$ cat src/rtl/cordic_pkg.sv
// Shared constants for the vectoring CORDIC: FSM encodings, pi, 1/K and the atan(2^-i) table.
// Fixed-point constants are kept at high precision and rounded down to the word format on use.
package cordic_pkg;

    typedef logic [1:0] state_t;
    localparam state_t IDLE = 2'd0;
    localparam state_t RUN  = 2'd1;
    localparam state_t COMP = 2'd2;
    localparam state_t DONE = 2'd3;

    localparam int PI_Q18      = 823550;
    localparam int HALF_PI_Q18 = 411775;

    localparam longint PI_Q30    = 64'sd3373259426;
    localparam longint INV_K_Q32 = 64'sd2608131496;

    // Rounds half-up when dropping s fraction bits; a non-positive s widens instead.
    function automatic longint round_shift(input longint v, input int s);
        if (s <= 0)
            return v <<< (-s);
        return (v + (64'sd1 <<< (s - 1))) >>> s;
    endfunction

    function automatic longint atan_q30(input int i);
        case (i)
            0:       return 64'sd843314857;
            1:       return 64'sd497837830;
            2:       return 64'sd263043837;
            3:       return 64'sd133525159;
            4:       return 64'sd67021687;
            5:       return 64'sd33543516;
            6:       return 64'sd16775851;
            7:       return 64'sd8388437;
            8:       return 64'sd4194283;
            9:       return 64'sd2097149;
            default: return (i <= 30) ? (64'sd1 <<< (30 - i)) : 64'sd0;
        endcase
    endfunction

    function automatic longint atan_q(input int i, input int frac);
        return round_shift(atan_q30(i), 30 - frac);
    endfunction

    function automatic longint pi_q(input int frac);
        return round_shift(PI_Q30, 30 - frac);
    endfunction

    function automatic longint half_pi_q(input int frac);
        return round_shift(PI_Q30, 31 - frac);
    endfunction

    function automatic longint inv_k_q(input int width);
        return round_shift(INV_K_Q32, 32 - width);
    endfunction

endpackage

$ cat src/rtl/cordic_atan_rom.sv
// Combinational arctangent lookup: index i -> atan(2^-i) in the widened Q2.(WORD_LENGTH-3) datapath format.
module cordic_atan_rom
    import cordic_pkg::*;
#(
    parameter int WORD_LENGTH = 21,
    parameter int IDX_W       = $clog2(WORD_LENGTH + 1)
) (
    input  logic [IDX_W-1:0]         index,
    output logic signed [WORD_LENGTH+1:0] atan
);

    localparam int DW = WORD_LENGTH + 2;

    logic signed [DW-1:0] atan_tab [WORD_LENGTH];

    for (genvar g = 0; g < WORD_LENGTH; g++) begin : g_tab
        assign atan_tab[g] = DW'(atan_q(g, WORD_LENGTH - 3));
    end

    always_comb begin
        atan = '0;
        if (index < IDX_W'(WORD_LENGTH))
            atan = atan_tab[index];
    end

endmodule

$ cat src/rtl/cordic_vector_iter.sv
// Folded vectoring-mode CORDIC: (x,y) -> (magnitude, angle), one micro-rotation per clock.
// Define CORDIC_GAIN_COMP_EN to add a COMP cycle that scales the magnitude by 1/K.
module cordic_vector_iter
    import cordic_pkg::*;
#(
    parameter int WORD_LENGTH = 21,
    parameter int N_ITER      = 16
) (
    input  logic                          clk,
    input  logic                          rst,
    input  logic                          in_valid,
    output logic                          in_ready,
    input  logic signed [WORD_LENGTH-1:0] x_in,
    input  logic signed [WORD_LENGTH-1:0] y_in,
    output logic                          out_valid,
    input  logic                          out_ready,
    output logic signed [WORD_LENGTH-1:0] mag_out,
    output logic signed [WORD_LENGTH-1:0] ang_out
);

    localparam int W    = WORD_LENGTH;
    localparam int DW   = W + 2;
    localparam int FRAC = W - 3;
    localparam int CW   = $clog2(W + 1);

    localparam logic signed [DW-1:0] PI_D    = DW'(pi_q(FRAC));
    localparam logic signed [DW-1:0] ANG_MIN = DW'(64'sd1 - pi_q(FRAC));
    localparam logic signed [DW-1:0] MAX_D   = DW'((64'sd1 <<< (W - 1)) - 64'sd1);

    state_t               state;
    logic [CW-1:0]        count;
    logic signed [DW-1:0] x, y, z;
    logic signed [DW-1:0] x_nx, y_nx, z_nx;
    logic signed [DW-1:0] atan_i;
    logic signed [DW-1:0] x_ext, y_ext;
    logic                 zero_in;

    cordic_atan_rom #(
        .WORD_LENGTH(W),
        .IDX_W      (CW)
    ) u_atan_rom (
        .index(count),
        .atan (atan_i)
    );

    function automatic logic signed [W-1:0] sat_mag(input logic signed [DW-1:0] v);
        if (v < 0)
            return '0;
        if (v > MAX_D)
            return W'(MAX_D);
        return W'(v);
    endfunction

    // Angle is clamped into (-pi, +pi] so residual error never flips the sign near the branch cut.
    function automatic logic signed [W-1:0] sat_ang(input logic signed [DW-1:0] v);
        if (v > PI_D)
            return W'(PI_D);
        if (v < ANG_MIN)
            return W'(ANG_MIN);
        return W'(v);
    endfunction

    assign in_ready  = (state == IDLE);
    assign out_valid = (state == DONE);
    assign x_ext     = DW'(x_in);
    assign y_ext     = DW'(y_in);

    // One micro-rotation toward y = 0; all three updates read the pre-step values.
    always_comb begin
        x_nx = x;
        y_nx = y;
        z_nx = z;
        if (y[DW-1]) begin
            x_nx = x - (y >>> count);
            y_nx = y + (x >>> count);
            z_nx = z - atan_i;
        end else begin
            x_nx = x + (y >>> count);
            y_nx = y - (x >>> count);
            z_nx = z + atan_i;
        end
    end

`ifdef CORDIC_GAIN_COMP_EN
    localparam int PW = DW + W + 1;
    localparam logic signed [W:0] INV_K_S = (W + 1)'(inv_k_q(W));

    logic signed [PW-1:0] prod;
    logic signed [DW-1:0] mag_comp;

    always_comb begin
        prod     = PW'(x) * PW'(INV_K_S);
        mag_comp = DW'((prod + (PW'(1) <<< (W - 1))) >>> W);
    end
`endif

    // Control and datapath share one register block so an abort clears everything at once.
    always_ff @(posedge clk or posedge rst) begin
        if (rst) begin
            state   <= IDLE;
            count   <= '0;
            x       <= '0;
            y       <= '0;
            z       <= '0;
            zero_in <= 1'b0;
            mag_out <= '0;
            ang_out <= '0;
        end else begin
            case (state)
                IDLE: begin
                    if (in_valid) begin
                        count   <= '0;
                        zero_in <= (x_in == '0) && (y_in == '0);
                        if (x_in < 0) begin
                            x <= -x_ext;
                            y <= -y_ext;
                            z <= (y_in < 0) ? -PI_D : PI_D;
                        end else begin
                            x <= x_ext;
                            y <= y_ext;
                            z <= '0;
                        end
                        state <= RUN;
                    end
                end
                RUN: begin
                    x <= x_nx;
                    y <= y_nx;
                    z <= z_nx;
                    if (count == CW'(N_ITER - 1)) begin
                        count <= '0;
`ifdef CORDIC_GAIN_COMP_EN
                        state <= COMP;
`else
                        mag_out <= sat_mag(x_nx);
                        ang_out <= zero_in ? '0 : sat_ang(z_nx);
                        state   <= DONE;
`endif
                    end else begin
                        count <= count + CW'(1);
                    end
                end
`ifdef CORDIC_GAIN_COMP_EN
                COMP: begin
                    mag_out <= sat_mag(mag_comp);
                    ang_out <= zero_in ? '0 : sat_ang(z);
                    state   <= DONE;
                end
`endif
                DONE: begin
                    if (out_ready)
                        state <= IDLE;
                end
                default: state <= IDLE;
            endcase
        end
    end

endmodule
$ cat config.mk
export PLATFORM = sky130hd
export DESIGN_NAME = cordic_vector_iter
export DESIGN_NICKNAME = d
export VERILOG_FILES = /design/src/rtl/cordic_pkg.sv /design/src/rtl/cordic_atan_rom.sv /design/src/rtl/cordic_vector_iter.sv
export SDC_FILE = /design/constraint.sdc
export NUM_CORES = 1
export LEC_CHECK = 0
export ABC_AREA = 1
export CORE_MARGIN = 3
export CORE_UTILIZATION = 45
export DETAILED_ROUTE_END_ITERATION = 8
export PLACE_DENSITY = 0.59
export SLEW_MARGIN = 30
export SYNTH_ARGS = -nofsm -noshare
export SYNTH_HDL_FRONTEND = slang
export SYNTH_SLANG_ARGS = --single-unit
$ cat constraint.sdc
create_clock -name clk -period 4.7 [get_ports clk]
set_input_delay 0.47 -clock clk [delete_from_list [all_inputs] [get_ports clk]]
set_output_delay 0.47 -clock clk [all_outputs]
set_load 0.03 [all_outputs]
## Yosys cells after proc, flatten, opt, wreduce, memory -nomap -nowiden

Memory sizes are Yosys's and may differ from the RTL's.
Cells that the tools add are included.

| storage, ports and cells | value |
|---|---|
| bits in registers | 119 |
| memory bits (writable) | 0 |
| ROM bits | 736 |
| output and inout port bits | 44 |
| latch bits | 0 |
| memories | 1 |
| input bits | 46 |
| logic and storage cells | 90 |

Memories:

| name | depth | width | rd ports | clocked after Yosys merged registers in | write ports | line | source |
|---|---|---|---|---|---|---|---|
| (no name shown) | 32 | 23 | 1 | 0 | 0 | cordic_atan_rom.sv:23 | `atan = atan_tab[index];` |

| operators by class | value |
|---|---|
| reduce and logical (&&, ||, !) cells | 9 |
| $lt $le $gt $ge | 8 |
| equality and inequality tests | 6 |
| add/subtract/negate cells | 9 |
| shifts and indexed selects | 2 |
| multipliers | 0 |
| div/mod/pow operators | 0 |
| multiplexer cells | 46 |
| bitwise gates (word level) | 1 |

Operators by type and width:

| kind | count |
|---|---|
| 23-bit two-way mux | 13 |
| 21-bit two-way mux | 9 |
| 23-bit case mux with 2 select lines | 3 |
| 23-bit adder | 3 |
| 23-bit subtractor | 3 |
| 23-bit by 21-bit > comparator with 1-bit output, second input constant | 2 |
| 21-bit negator with 23-bit output | 2 |
| 23-bit by 5-bit >>> shifter with 23-bit output | 2 |
| 21-bit zero test | 2 |
| 21-bit by 1-bit less-than comparator with 1-bit output, second input constant | 2 |
| 23-bit by 1-bit less-than comparator with 1-bit output, second input constant | 1 |
| 23-bit by 21-bit less-than comparator with 1-bit output, second input constant | 1 |
| 1-bit two-way mux | 14 |
| 5-bit two-way mux | 2 |
| 5-bit case mux with 2 select lines | 1 |
| 6-bit >= comparator, second input constant | 1 |
| 2-bit two-way mux | 3 |
| 5-bit NOT with 6-bit output | 1 |
| 2-bit case mux with 3 select lines | 1 |
| 2-bit AND reduction | 3 |
| 5-bit by 1-bit adder with 5-bit output, second input constant | 1 |
| 5-bit by 4-bit equality test with 1-bit output, second input constant | 1 |
| 5-bit less-than comparator, second input constant | 1 |
| 2-bit inequality test, second input constant | 2 |
| 7 further kinds | 7 |

## Depth between registers and ports, before layout

| logic depth | value |
|---|---|
| depth in word-level cells | 17 |
| mapped depth | 39 |
| mapped depth without buffers | 35 |

## Hierarchy

From an unflattened synthesis, not the netlist that was laid out.

| unflattened totals | value |
|---|---|
| cell total of the unflattened synthesis | 2484 |
| area total of the unflattened synthesis | 14830.5 um^2 |

Modules (own cells, without submodules):

| module | cells an instance | sequential area each (um^2) | times used | area each (um^2) |
|---|---|---|---|---|
| cordic_vector_iter | 2394 | 2977.9 | 1 | 14313.7 |
| cordic_atan_rom | 90 | 0.0 | 1 | 516.7 |

## Worst setup path after synthesis

Ideal clock, no wire load.

| path | value |
|---|---|
| path type | register to register |
| start point | reg count[1] |
| end point | reg ang_out[1] |
| data required time | 4.583 ns |
| buffers on the path | 4 |
| clock period less this slack | 4.241 ns |
| setup slack | 0.459 ns |
| library setup time | 0.117 ns |
| data arrival time | 4.124 ns |
| stages on the path, launching flop included | 35 |
| path through | dfrtp_1 -> buf_4 -> inv_2 -> buf_4 -> buf_4 -> ha_1 -> inv_1 -> o21ai_1 -> o21bai_1 -> nand2_1 -> nand4_2 -> nor2_2 -> nand2_1 -> nor3_2 -> or2_1 -> xor2_1 -> inv_1 -> ha_1 -> nand2_1 -> nor2_1 -> inv_1 -> nor3_1 -> nand3_1 -> nand3_1 -> nand2_1 -> nand2_1 -> xor2_1 -> inv_1 -> nor2_1 -> nand2_1 -> nand2_2 -> buf_4 -> nand3_1 -> nand2_1 -> nand2_1 |

| between the ends | value |
|---|---|
| word-level cells in the longest chain between the ends | 15 |
| elaborated cells between the ends (all ways) | 24 |
| classes of those cells | add/sub (2); order compare (3); eq/ne (1); mux (15); bitwise (1); reduce/logical (1); memory (1) |

Ends and longest elaborated chain:

| what | line | source |
|---|---|---|
| start, declared | cordic_vector_iter.sv:31 | `logic [CW-1:0] count;` |
| start signal, assigned | cordic_vector_iter.sv:140 | `count <= count + CW'(1);` |
| 5-bit NOT with 6-bit output (implied by the code) | cordic_atan_rom.sv:23 |  |
| memory read 32 x 23 bit | n/a |  |
| 23-bit two-way mux (implied by the code) (2 in a row) | cordic_atan_rom.sv:23 |  |
| 23-bit two-way mux | cordic_atan_rom.sv:22 | `if (index < IDX_W'(WORD_LENGTH))` |
| 23-bit adder / 23-bit subtractor (equally long branches) | cordic_vector_iter.sv:80, cordic_vector_iter.sv:76 |  |
| 23-bit two-way mux | cordic_vector_iter.sv:73 | `if (y[DW-1]) begin` |
| 23-bit by 21-bit less-than comparator with 1-bit output | cordic_vector_iter.sv:58 | `if (v < ANG_MIN)` |
| 1-bit two-way mux (2 in a row) | cordic_vector_iter.sv:58 |  |
| 1-bit two-way mux | cordic_vector_iter.sv:130 | `if (count == CW'(N_ITER - 1)) begin` |
| 1-bit two-way mux | cordic_vector_iter.sv:109 | `case (state)` |
| 21-bit two-way mux | cordic_vector_iter.sv:60 | `return W'(v);` |
| 21-bit two-way mux | cordic_vector_iter.sv:58 |  |
| 21-bit two-way mux | cordic_vector_iter.sv:136 | `ang_out <= zero_in ? '0 : sat_ang(z_nx);` |
| end signal, assigned | cordic_vector_iter.sv:136 |  |
| end, declared | cordic_vector_iter.sv:18 | `output logic signed [WORD_LENGTH-1:0] ang_out` |

Parallel ways exist; a longest one is shown, timed or not. The select of a mux whose other input is x is not followed.
A chain may end at the register's enable or synchronous reset.

## Worst setup path in the final report

| path | value |
|---|---|
| start point | reg count[0] |
| end point | reg ang_out[12] |

Same word-level chain as after synthesis.

==> results.json <==
{
  "status": "complete, no violations",
  "num_vias": 16757,
  "syn_nets": 2513,
  "finalHoldViolCount": 0,
  "detail_route.vias_per_cell": 5.70,
  "ys_types": 62,
  "synthAdderAreaFrac_pct": 7.40,
  "synth-seq-cells": 119,
  "numCtsBuffers": 17,
  "yosys.area_share.simple_pct": 38.3,
  "ant_nets": 0,
  "drive_gt1_share_pct": 16.2,
  "grt_max_degree": 70,
  "port_buffers": 89,
  "routed_wirelength_um": 55800,
  "cts_tree": "done",
  "grt_pass1_vias": 15691,
  "endpoint_kind": "flop",
  "place.gp.congestion": 1.02,
  "slew_headroom_pct": 39.6,
  "criticalPathCategory": "reg2reg",
  "fill_cells": 3199,
  "setup_viol_count_final": 0,
  "critPathMaxFanout": 10,
  "dpl.hpwl_um": 42100,
  "setup_ws_ns": 0.172,
  "min_path_type": "reg2reg",
  "synth-xor-area-share_pct": 4.10,
  "root_buffer": "clkbuf_16",
  "muxShareOfSynthArea_pct": 0.138,
  "num_io_pins": 90,
  "insertion_delay_ns": 0.45,
  "min_period_over_period_pct": 96.3,
  "grt_overflow": 0,
  "crit_path_max_incr_delay_ns": 0.48,
  "holdPathStages": 2,
  "die_y_um": 186,
  "dieWidth_um": 186,
  "drv_cap": 0,
  "synth_seq_area_share_pct": 20.5,
  "drt_iter0_drc": 1358,
  "firstDrtPassIters": 5,
  "grt_pass1_wl_um": 84300,
  "synth_top_family_by_area": "simple AND/OR/NAND/NOR gates",
  "worst_pin_slew_ns": 0.905,
  "tns_ns": 0,
  "clock_skew_ns": 0.0107,
  "antenna_found_initial": 0,
  "clk_pin_slew_ns": 0.06,
  "coreArea_um2": 31600,
  "cp_common_cell": "nand2_1",
  "dp_worst_setup_slack_ns": -0.0506,
  "synthesis.area_um2": 14500,
  "rows": 65,
  "cp.required_ns": 5.08,
  "final_cells": 2938,
  "clock_path_buffers": 2,
  "worst_path_max_delay_cell": "dfrtp_2",
  "syn_avg_cell_area_um2": 6.09,
  "die_area_um2": 34400,
  "final_net_count": 2653,
  "wl_per_cell_um": 19.0,
  "cts_num_sinks": 119,
  "arrival_ns": 4.91,
  "syn_inst": 2383,
  "yosysWarnings": 0,
  "grt_util_all_layers_pct": 31.2,
  "grt_setup_unrepaired": "yes",
  "syn2layout_area_growth_pct": 24.0,
  "reg2reg_depth": 33,
  "placedCellCount": 2872,
  "htreeDepth": 4,
  "min_period_ns": 4.53,
  "synth_compound_area_share_pct": 18.9,
  "start_util_pct": 45.9,
  "drc": 0,
  "antenna-diode-count": 0,
  "slew_viol_final": 0,
  "start_kind": "flop",
  "fmax_mhz": 221
}
[area by class of cell]
| type | count | area, um2 | share of cell area, % |
|---|---|---|---|
| multi-input combinational | 1905 | 10800 | 59.9 |
| sequential | 119 | 2980 | 16.6 |
| timing repair buffer | 216 | 2110 | 11.7 |
| inverter | 264 | 1010 | 5.60 |
| tap | 402 | 503 | 2.79 |
| clock buffer | 19 | 443 | 2.46 |
| clock inverter | 13 | 170 | 0.945 |
[worst max-delay path: cells and delay by family, from the launching register on]
family | cells | cell delay, ns
and+or+nand+nor | 22 | 2.12
AOI/OAI and AO/OA | 4 | 0.66
buffers and inverters | 4 | 0.55
adders and majority gates | 2 | 0.53
DFF | 1 | 0.48
xor gates and xnor gates | 1 | 0.13
[worst paths after layout]
check                                  startpoint                 endpoint  slack (ns)
min reg2reg                ang_out[8]$_DFFE_PP0P_   ang_out[8]$_DFFE_PP0P_        0.47
max                          count[0]$_DFFE_PP0P_  ang_out[12]$_DFFE_PP0P_        0.17
max reg2reg                  count[0]$_DFFE_PP0P_  ang_out[12]$_DFFE_PP0P_        0.17
max in group asynchronous                     rst     count[3]$_DFFE_PP0P_        3.22
min                        ang_out[8]$_DFFE_PP0P_   ang_out[8]$_DFFE_PP0P_        0.47
min in group asynchronous                     rst   mag_out[1]$_DFFE_PP0P_        0.49
[logic make-up (layout without fill, tap and decap cells)]
kind of cell / Yosys count / count (layout)
AND/OR/NAND/NOR: 1297 / 1298
AO/OA/AOI/OAI: 453 / 453
buffers and inverters: 360 / 512
flip-flops: 119 / 119
adder cells (fa/ha/maj): 84 / 84
XOR/XNOR: 68 / 68
multiplexers: 2 / 2
[synthesized netlist by cell type, drive strengths merged]
| cell type | n | area, um2 |
|---|---|---|
| nand2 | 810 | 3110 |
| inv | 262 | 986 |
| nand3 | 214 | 1120 |
| nor2 | 191 | 796 |
| o21ai | 175 | 906 |
| a21oi | 122 | 629 |
| dfrtp | 119 | 2980 |
| ha | 81 | 1010 |
| buf | 60 | 430 |
| xor2 | 43 | 377 |
| clkbuf | 36 | 135 |
| a2bb2oi | 27 | 236 |
| a31oi | 27 | 169 |
| nand4 | 27 | 181 |
| nor3 | 27 | 160 |
| xnor2 | 25 | 219 |
| o211ai | 19 | 143 |
| o2111ai | 18 | 158 |
| a22oi | 17 | 128 |
| o21bai | 11 | 82.6 |
| nand3b | 9 | 67.6 |
| o22ai | 8 | 50.1 |
| or2 | 8 | 50.1 |
| nor4 | 7 | 43.8 |
| a21o | 5 | 37.5 |
| o31ai | 4 | 30.0 |
| and2 | 3 | 18.8 |
| fa | 3 | 60.1 |
| o21a | 3 | 23.8 |
| o221ai | 3 | 26.3 |
| o32ai | 3 | 26.3 |
| a211oi | 2 | 15.0 |
| a21boi | 2 | 15.0 |
| a221oi | 2 | 17.5 |
| a31o | 2 | 17.5 |
| clkinv | 2 | 7.51 |
| mux2i | 2 | 20.0 |
| nor3b | 1 | 7.51 |
| o22a | 1 | 8.76 |
| o311ai | 1 | 8.76 |
| o41ai | 1 | 8.76 |
[metrics by stage]
step / hold WS [ns] / area (um2) / util [%]
floorplan: 0.452 / 14500 / -
global placement: 0.464 / 16200 / 51.1
finish: 0.473 / 18000 / 56.9
CTS: 0.482 / 16800 / 53.2
detailed placement: 0.465 / 16200 / 51.2
global route: 0.495 / 18000 / 56.9
[timing repair]
| item | CTS | global route |
|---|---|---|
| gates cloned | 0 | 7 |
| setup buffers | 1 | 26 |
| pin swaps | 0 | 51 |
| resized for setup | 1 | 220 |
| setup endpoints to repair | 20 | 58 |
| hold buffers | 0 | 0 |
[metal layers]
metal	track usage (%)	part of all wire, %
met5	0	0
met3	4.81	6.9
met4	13.5	4.7
met2	51.9	46
met1	40.4	42
[state kept, by name, summed over array words and instances, names as in the netlist]
name and flops:
state 2, z 23, ang_out 21, y 23, mag_out 21, zero_in 1, x 23, count 5
[layout by cell type, fill, tap and decap left out, drive strengths merged, types with 7 or more instances in the layout]
master,instances
nand2,810
inv,264
nand3,215
nor2,191
o21ai,175
a21oi,122
buf,121
dfrtp,119
clkdlybuf4s50,89
ha,81
xor2,43
a31oi,27
a2bb2oi,27
nand4,27
nor3,27
xnor2,25
clkbuf,25
o211ai,19
o2111ai,18
a22oi,17
o21bai,11
nand3b,9
o22ai,8
or2,8
clkinv,7
nor4,7
Power is not shown: default switching activity piles up to over one toggle a cycle in this logic, so the estimate is an artifact.
